`src/rtl/serial_add_sub_if.sv`:
```
// serial_add_sub_if: start/busy/done handshake and operand/result bus
// for the digit-serial adder/subtractor.
`default_nettype none

interface serial_add_sub_if #(
  parameter int WIDTH = 16
);
  logic             start;
  logic             sub;
  logic             sat;
  logic [WIDTH-1:0] a;
  logic [WIDTH-1:0] b;
  logic             busy;
  logic             done;
  logic [WIDTH-1:0] result;
  logic             cout;
  logic             ovf;
  logic             zero;

  modport master (
    output start, sub, sat, a, b,
    input  busy, done, result, cout, ovf, zero
  );

  modport slave (
    input  start, sub, sat, a, b,
    output busy, done, result, cout, ovf, zero
  );
endinterface

`default_nettype wire

```
`src/rtl/serial_add_sub.sv`:
```
// ============================================================================
// Module      : serial_add_sub
// Description : Digit-serial WIDTH-bit adder/subtractor, DIGIT bits per cycle,
//               with signed overflow, optional saturation and zero flag.
// Revision    : 1.0 - initial release
// ============================================================================
`default_nettype none

module serial_add_sub #(
  parameter int WIDTH = 16,
  parameter int DIGIT = 4
) (
  input  wire logic         clk,
  input  wire logic         rst_n,
  serial_add_sub_if.slave   bus
);

  localparam int NDIG  = WIDTH / DIGIT;
  localparam int IDX_W = (NDIG > 1) ? $clog2(NDIG) : 1;
  localparam logic [IDX_W-1:0] LAST_IDX = IDX_W'(NDIG - 1);

  typedef enum logic [1:0] {
    S_IDLE = 2'd0,
    S_BUSY = 2'd1,
    S_DONE = 2'd2
  } state_t;

  state_t             r_state;
  state_t             w_state_next;
  logic               w_busy;
  logic               w_done;

  logic [WIDTH-1:0]   r_a;
  logic [WIDTH-1:0]   r_b;
  logic [WIDTH-1:0]   r_sum;
  logic               r_carry;
  logic               r_sat;
  logic [IDX_W-1:0]   r_idx;

  logic [WIDTH-1:0]   r_result;
  logic               r_cout;
  logic               r_ovf;
  logic               r_zero;

  logic [DIGIT-1:0]   w_a_slice;
  logic [DIGIT-1:0]   w_b_slice;
  logic [DIGIT:0]     w_slice;
  logic [WIDTH-1:0]   w_sum_full;
  logic               w_ovf;
  logic               w_last;
  logic [WIDTH-1:0]   w_res;

  always_ff @(posedge clk or negedge rst_n) begin
    if (!rst_n) begin
      r_state <= S_IDLE;
    end else begin
      r_state <= w_state_next;
    end
  end

  always_comb begin
    w_state_next = r_state;
    w_busy       = 1'b0;
    w_done       = 1'b0;
    case (r_state)
      S_IDLE: begin
        if (bus.start) begin
          w_state_next = S_BUSY;
        end
      end
      S_BUSY: begin
        w_busy = 1'b1;
        if (w_last) begin
          w_state_next = S_DONE;
        end
      end
      S_DONE: begin
        w_done       = 1'b1;
        w_state_next = S_IDLE;
      end
      default: begin
        w_state_next = S_IDLE;
      end
    endcase
  end

  // The final edge merges the last slice straight into the flags, so the
  // full sum is formed from the stored slices plus the one in flight.
  always_comb begin
    w_last     = (r_idx == LAST_IDX);
    w_a_slice  = r_a[r_idx*DIGIT +: DIGIT];
    w_b_slice  = r_b[r_idx*DIGIT +: DIGIT];
    w_slice    = {1'b0, w_a_slice} + {1'b0, w_b_slice} + {{DIGIT{1'b0}}, r_carry};
    w_sum_full = r_sum;
    w_sum_full[r_idx*DIGIT +: DIGIT] = w_slice[DIGIT-1:0];
    w_ovf      = (r_a[WIDTH-1] == r_b[WIDTH-1]) && (w_sum_full[WIDTH-1] != r_a[WIDTH-1]);
    w_res      = w_sum_full;
    if (r_sat && w_ovf) begin
      w_res = r_a[WIDTH-1] ? {1'b1, {(WIDTH-1){1'b0}}} : {1'b0, {(WIDTH-1){1'b1}}};
    end
  end

  always_ff @(posedge clk or negedge rst_n) begin
    if (!rst_n) begin
      r_a      <= '0;
      r_b      <= '0;
      r_sum    <= '0;
      r_carry  <= 1'b0;
      r_sat    <= 1'b0;
      r_idx    <= '0;
      r_result <= '0;
      r_cout   <= 1'b0;
      r_ovf    <= 1'b0;
      r_zero   <= 1'b0;
    end else begin
      case (r_state)
        S_IDLE: begin
          if (bus.start) begin
            r_a     <= bus.a;
            r_b     <= bus.sub ? ~bus.b : bus.b;
            r_carry <= bus.sub;
            r_sat   <= bus.sat;
            r_sum   <= '0;
            r_idx   <= '0;
          end
        end
        S_BUSY: begin
          r_sum   <= w_sum_full;
          r_carry <= w_slice[DIGIT];
          r_idx   <= r_idx + 1'b1;
          if (w_last) begin
            r_result <= w_res;
            r_cout   <= w_slice[DIGIT];
            r_ovf    <= w_ovf;
            r_zero   <= (w_res == '0);
          end
        end
        default: begin
        end
      endcase
    end
  end

  assign bus.busy   = w_busy;
  assign bus.done   = w_done;
  assign bus.result = r_result;
  assign bus.cout   = r_cout;
  assign bus.ovf    = r_ovf;
  assign bus.zero   = r_zero;

endmodule

`default_nettype wire

```
`src/flat_wrapper.sv`:
```
// flat-port wrapper written by rule: the top's interface ports become plain ports
module serial_add_sub_flat 
#(
  parameter int WIDTH = 16,
  parameter int DIGIT = 4
)
  (clk, rst_n, bus_start, bus_sub, bus_sat, bus_a, bus_b, bus_busy, bus_done, bus_result, bus_cout, bus_ovf, bus_zero);
  serial_add_sub_if #(.WIDTH(WIDTH)) bus_i ();
  input  wire logic clk;
  input  wire logic rst_n;
  input wire logic [$bits(bus_i.start)-1:0] bus_start;
  input wire logic [$bits(bus_i.sub)-1:0] bus_sub;
  input wire logic [$bits(bus_i.sat)-1:0] bus_sat;
  input wire logic [$bits(bus_i.a)-1:0] bus_a;
  input wire logic [$bits(bus_i.b)-1:0] bus_b;
  output wire logic [$bits(bus_i.busy)-1:0] bus_busy;
  output wire logic [$bits(bus_i.done)-1:0] bus_done;
  output wire logic [$bits(bus_i.result)-1:0] bus_result;
  output wire logic [$bits(bus_i.cout)-1:0] bus_cout;
  output wire logic [$bits(bus_i.ovf)-1:0] bus_ovf;
  output wire logic [$bits(bus_i.zero)-1:0] bus_zero;
  assign bus_i.start = bus_start;
  assign bus_i.sub = bus_sub;
  assign bus_i.sat = bus_sat;
  assign bus_i.a = bus_a;
  assign bus_i.b = bus_b;
  assign bus_busy = bus_i.busy;
  assign bus_done = bus_i.done;
  assign bus_result = bus_i.result;
  assign bus_cout = bus_i.cout;
  assign bus_ovf = bus_i.ovf;
  assign bus_zero = bus_i.zero;
  serial_add_sub #(.WIDTH(WIDTH), .DIGIT(DIGIT)) u_core (.clk(clk), .rst_n(rst_n), .bus(bus_i));
endmodule
```
`config.mk`:
```
export PLATFORM = sky130hd
export DESIGN_NAME = serial_add_sub_flat
export DESIGN_NICKNAME = d
export VERILOG_FILES = /design/src/rtl/serial_add_sub_if.sv /design/src/rtl/serial_add_sub.sv /design/src/flat_wrapper.sv
export SDC_FILE = /design/constraint.sdc
export NUM_CORES = 1
export LEC_CHECK = 0
export BUFFER_PORTS_ARGS = -buffer_cell sky130_fd_sc_hd__buf_2
export CAP_MARGIN = 20
export CORE_ASPECT_RATIO = 0.9
export CORE_MARGIN = 2
export CORE_UTILIZATION = 25
export DETAILED_ROUTE_END_ITERATION = 10
export PLACE_DENSITY = 0.41
export SLEW_MARGIN = 20
export SYNTH_ARGS = -nofsm -noshare
export SYNTH_HDL_FRONTEND = slang
export SYNTH_SLANG_ARGS = --single-unit
```
`constraint.sdc`:
```
create_clock -name clk -period 7.05 [get_ports clk]
set_clock_uncertainty 0.2 [all_clocks]
set_input_delay 0.3525 -clock clk [delete_from_list [all_inputs] [get_ports clk]]
set_output_delay 0.3525 -clock clk [all_outputs]
set_load 0.005 [all_outputs]
```
==> impl_metrics.toml, run 1 <==
[global_routing]
track_usage = 0.125
top_usage_layer = "met2"
grt_antenna_before_repair = 0
grt_pass1_wl_um = 15400
grt_max_degree = 74
overflow = 0
grtUsageMet3 = 0.0338
use_met2 = 0.185
grt_pass1_vias = 2821
grt_use_met1 = 0.179

[sta]
final_max_slew_viol_count = 0
timing_worst_slew_pin_value_ns = 1.07
min_period_ns = 3.99
period_share = 0.566
max_slew_margin = 0.282
setup_violations = 0
holdWs_ns = -0.0635
max_freq_mhz = 251
grt_setup_unrepaired = "no"
hold_violations = 50
finalSetupTns_ns = 0

[clock_tree]
clockBufferDepth = 2
cts_buffers = 9
cts_setup_buffers = 0
cts_tree = "built"
clkSinkCount = 73
cts_root_buf = "clkbuf_16"
clk_pin_slew_ns = 0.06
cts.htree.levels = 3
ctsResizeCount = 0
clock_latency_ns = 0.33
ctsHoldBuffers = 0

[synth]
ys_warn_count = 0
ys_seq_elements = 73
synth.distinct_cells = 44
synthesis.nets = 376
avgSynthCellArea_um2 = 11.3
ys_async_sr_fraction = 1.00
synth_area_um2 = 3710
syn_inst = 328
yosys_most_used_dff = "dfrtp_1"
synth-edff-count = 0
synth_seq_area_share = 0.492

[floorplan]
ios = 58
coreArea_um2 = 14600
initial_core_util = 0.254
die_w_um = 132
die_area_um2 = 15800
die_h_um = 120
rows = 42

[critical_path]
crit_fanout = 19
worstReg2RegStart = "u_core.r_idx[0]"
crit_required_ns = 7.12
cp.depth = 7
startpoint = "u_core.r_idx[0]"
worst_ep_arrival_time_ns = 4.05
r2r-end = "u_core.bus.result[9]"
cp_top_family = "compound AO/OA/AOI/OAI gates"
cp-endpoint = "u_core.bus.result[9]"
reg2reg_depth = 7
slowest_stage = "dfrtp_1"
worstSetupEndpointType = "register"
path_class = "reg2reg"
crit_buf_inv = 0
cp-start-kind = "register"
cp_cell_sequence = "mux4_2 -> ha_1 -> a21oi_1 -> and2_1 -> xor2_1 -> o21ai_1 -> o221a_2"
regToRegSetupSlack_ns = 3.06
cpPeakStageDelay_ns = 0.90

[place]
port_buffers = 57
dpl.hpwl_um = 6250
gp_congestion = 0.751

[route]
first_pass_iters = 6
drc = 0
avgViaCountPerCell = 4.65
wl_per_cell_um = 15.7
drt-initial-drc-count = 154
drt_wl_total_um = 9100
routed-via-count = 2699
drt.antenna.violating_nets = 0

[flow_run]
maxCapViolCount = 0

[layout]
n_antenna_cell = 0
fillers = 1574
final_common_cell = "dfrtp_1"
drive_above_1_share = 0.303
nets = 426
fin_util = 0.307
final_cell_mix = "dfrtp_1 (73), buf_2 (56), inv_1 (28), nor2_1 (22), a21oi_1 (20)"
area_growth_pct = 21.1

[outcome]
status = "finished, violations left"
violations = "hold timing"

[power_and_ir_drop]
finalPower_mw = 2.49
ir_drop_v = 0.000227
power_density_nw_per_um2 = 554
p_leak_nw = 1.89

[hold_path]
hold_path_class = "in2async"
==> synthesized netlist by cell type (2+ instances only) <==
master,number,area [µm²]
a21o_1,4,30.0
a21oi_1,20,100
a22oi_1,2,15.0
a31oi_1,3,18.8
and2_1,3,18.8
buf_2,3,15.0
clkbuf_1,16,60.1
dfrtp_1,73,1830
fa_1,2,40.0
ha_1,9,113
inv_1,28,105
mux2_2,17,191
mux4_2,7,158
nand2_1,18,67.6
nand3_1,3,15.0
nand4b_1,2,17.5
nand4bb_1,2,22.5
nor2_1,22,82.6
nor2b_1,2,12.5
nor3_1,7,35.0
o21ai_0,7,35.0
o221a_1,2,22.5
o221a_2,13,146
o22ai_1,17,106
o31ai_1,11,82.6
xnor2_1,16,140
xor2_1,2,17.5
==> worst register-to-register path, stage by stage (launching register included) <==
cell,delay (ns)
dfrtp_1,0.90
mux4_2,0.61
ha_1,0.37
a21oi_1,0.22
and2_1,0.24
xor2_1,0.17
o21ai_1,0.87
o221a_2,0.36
==> how the worst min path moves through the flow <==
| stage | from | end | slack [ns] | depth (start not counted) |
|---|---|---|---|---|
| 3_5_place_dp | u_core.r_a[8] | u_core.r_a[8] | 0.30 | 1 |
| 3_3_place_gp | u_core.r_a[8] | u_core.r_a[8] | 0.30 | 1 |
| 2_1_floorplan | rst_n | u_core.bus.cout | -0.14 | 0 |
| 4_1_cts | rst_n | u_core.bus.result[5] | 0.009 | 1 |
| 5_1_grt | bus_a[14] | u_core.r_a[14] | 0.05 | 2 |
| 6_report | rst_n | u_core.bus.result[5] | -0.06 | 1 |
==> sequential cells by signal (all words and copies together) (netlist names) <==
register           cells
u_core.bus.cout        1
u_core.bus.ovf         1
u_core.bus.result     16
u_core.bus.zero        1
u_core.r_a            16
u_core.r_b            16
u_core.r_carry         1
u_core.r_idx           2
u_core.r_sat           1
u_core.r_state         2
u_core.r_sum          16
==> kinds of logic (layout without fill, tap and decap cells) <==
group           after synthesis  count (layout)  synth area share
simple gates                 67              67            0.0951
mux                          25              25             0.101
xor+xnor                     18              18            0.0425
compound gates               86              86             0.176
fa+ha+maj                    11              11            0.0411
flops                        73              73             0.492
buf+inv                      48             103            0.0516
==> layer usage <==
| layer | routed length [µm] | vias up |
|---|---|---|
| li1 | - | 1287 |
| met1 | 4560 | 1348 |
| met2 | 4110 | 60 |
| met3 | 401 | 4 |
| met4 | 31 | 0 |
| met5 | 0 | - |
==> power by group <==
group	total, mW	switching [mW]	internal, mW
clock	0.485	0.175	0.309
sequential	0.779	0.158	0.621
combinational	1.22	0.673	0.549
total	2.49	1.01	1.48
==> through the flow <==
| stage | instance area, µm² | cells | worst slack, ns |
|---|---|---|---|
| 2_1_floorplan | 3710 | 328 | 3.86 |
| 3_3_place_gp | 4180 | 565 | 3.05 |
| 3_5_place_dp | 4180 | 565 | 3.01 |
| 4_1_cts | 4490 | 581 | 2.99 |
| 5_1_grt | 4490 | 581 | 2.73 |
| 6_report | 4490 | 581 | 3.06 |
==> area by class of cell <==
| type | instances | area, µm² | area share |
|---|---|---|---|
| clock buffers | 11 | 233 | 0.0518 |
| multi-input cells | 207 | 1700 | 0.378 |
| repair buffers | 59 | 303 | 0.0674 |
| well taps | 198 | 248 | 0.0552 |
| inverters | 28 | 105 | 0.0234 |
| clock inverters | 5 | 80.1 | 0.0178 |
| flip-flops and latches | 73 | 1830 | 0.407 |
(Power assumes the default switching activity.)
==> inputs of run 2 (changes only) <==
--- a/config.mk
+++ b/config.mk
@@ -11,7 +11,7 @@
 export CORE_MARGIN = 2
 export CORE_UTILIZATION = 25
 export DETAILED_ROUTE_END_ITERATION = 10
-export PLACE_DENSITY = 0.41
+export PLACE_DENSITY = 0.42
 export SLEW_MARGIN = 20
 export SYNTH_ARGS = -nofsm -noshare
 export SYNTH_HDL_FRONTEND = slang
==> constraint.sdc (replaced) <==
create_clock -name clk -period 3.6 [get_ports clk]
set_clock_uncertainty 0.2 [all_clocks]
set_input_delay 0.18 -clock clk [delete_from_list [all_inputs] [get_ports clk]]
set_output_delay 0.18 -clock clk [all_outputs]
set_load 0.005 [all_outputs]
==> impl_metrics.toml, run 2 (synthesis gave the netlist of run 1 again) <==
[outcome]
status = "finished, final reports clean"

[clock_tree]
cts_setup_buffers = 0
clockBufferDepth = 2
cts_buffers = 9
cts.htree.levels = 3
clock_latency_ns = 0.34
cts_tree = "built"
cts_root_buf = "clkbuf_16"
clkSinkCount = 73
clk_pin_slew_ns = 0.06

[critical_path]
slowest_stage = "dfrtp_1"
cp-start-kind = "register"
crit_buf_inv = 0
cpPeakStageDelay_ns = 0.66
crit_required_ns = 3.64
crit_fanout = 9
cp_top_family = "compound AO/OA/AOI/OAI gates"
worstSetupEndpointType = "register"
worst_ep_arrival_time_ns = 3.32
path_class = "reg2reg"
cp_cell_sequence = "mux4_2 -> ha_1 -> a21oi_1 -> and2_1 -> xor2_1 -> o22ai_1 -> o32ai_1"

[route]
drt.antenna.violating_nets = 0
routed-via-count = 2872
drc = 0
drt-initial-drc-count = 94
first_pass_iters = 4
avgViaCountPerCell = 4.60
wl_per_cell_um = 15.8
drt_wl_total_um = 9850

[power_and_ir_drop]
p_leak_nw = 2.10
power_density_nw_per_um2 = 1030
finalPower_mw = 5.08
ir_drop_v = 0.000474

[layout]
stdcell_count = 624
fin_util = 0.338
area_growth_pct = 33.0
fillers = 1504
drive_above_1_share = 0.298
regArea_um2 = 1830
final_cell_mix = "dfrtp_1 (73), buf_2 (57), dlygate4sd3_1 (34), inv_1 (28), nor2_1 (22)"
n_antenna_cell = 0
nets = 469
stdcell_area_um2 = 4930
final_common_cell = "dfrtp_1"
multiInputGateArea_um2 = 1700

[place]
dpl.hpwl_um = 6800
place_area_um2 = 4260
port_buffers = 57
preCtsSetupSlack_ns = 0.285
gp_congestion = 0.806
post-place-cells = 574

[sta]
min_period_ns = 3.29
period_share = 0.913
grt_setup_unrepaired = "no"
setup_ws_ns = 0.313
timing_worst_slew_pin_value_ns = 0.956
max_slew_margin = 0.363
holdWs_ns = 0.218
hold_violations = 0
final_max_slew_viol_count = 0
setup_violations = 0
finalSetupTns_ns = 0
max_freq_mhz = 304

[floorplan]
die_h_um = 120
die_area_um2 = 15800
initial_core_util = 0.254
ios = 58
coreArea_um2 = 14600
rows = 42
die_w_um = 132

[global_routing]
grt_pass1_wl_um = 16200
track_usage = 0.132
grt_antenna_before_repair = 0
grt_pass1_vias = 2994
overflow = 0
grt_max_degree = 71

[hold_path]
hold_path_class = "in2reg"

[flow_run]
maxCapViolCount = 0
==> run 2: final cells by class <==
type / count / share of cell area
clock buffer: 11 / 0.0512
clock inverter: 5 / 0.0172
inverter: 28 / 0.0213
multi-input combinational: 207 / 0.344
sequential: 73 / 0.370
tap: 198 / 0.0502
timing repair buffer: 102 / 0.146
==> run 2: report_power, final <==
part	leakage, nW	total [mW]	switching, mW	internal, mW
Combinational	1.06	2.56	1.39	1.18
Sequential	0.881	1.50	0.287	1.22
Clock	0.163	1.01	0.363	0.650
==> run 2: routing by layer <==
| metal | share of wire | vias up | track usage |
|---|---|---|---|
| met5 | 0 | - | 0 |
| met4 | 0.014 | 0 | 0.0370 |
| met3 | 0.042 | 15 | 0.0342 |
| met2 | 0.47 | 74 | 0.208 |
| met1 | 0.48 | 1405 | 0.179 |
| li1 | - | 1378 | - |
==> run 2: worst min-delay path, stage by stage <==
cell and delay, ns:
buf_2 0.26, xnor2_1 0.21, a21oi_1 0.06
==> run 2: final timing paths <==
path                            startpoint                   end  slack [ns]  cells after the start
max                        u_core.r_idx[0]       u_core.bus.zero        0.31                      7
min                                bus_sub         u_core.r_b[8]        0.22                      3
max reg2reg                u_core.r_idx[0]       u_core.bus.zero        0.31                      7
min reg2reg                  u_core.r_a[3]         u_core.r_a[3]        0.30                      1
max in group asynchronous            rst_n         u_core.r_a[6]        2.16                      3
min in group asynchronous            rst_n  u_core.bus.result[5]        0.33                      2
==> run 2: what timing repair did <==
action / CTS / global route
endpoints found under the hold margin: 71 / 0
resized for setup: 0 / 0
hold buffers: 34 / 0
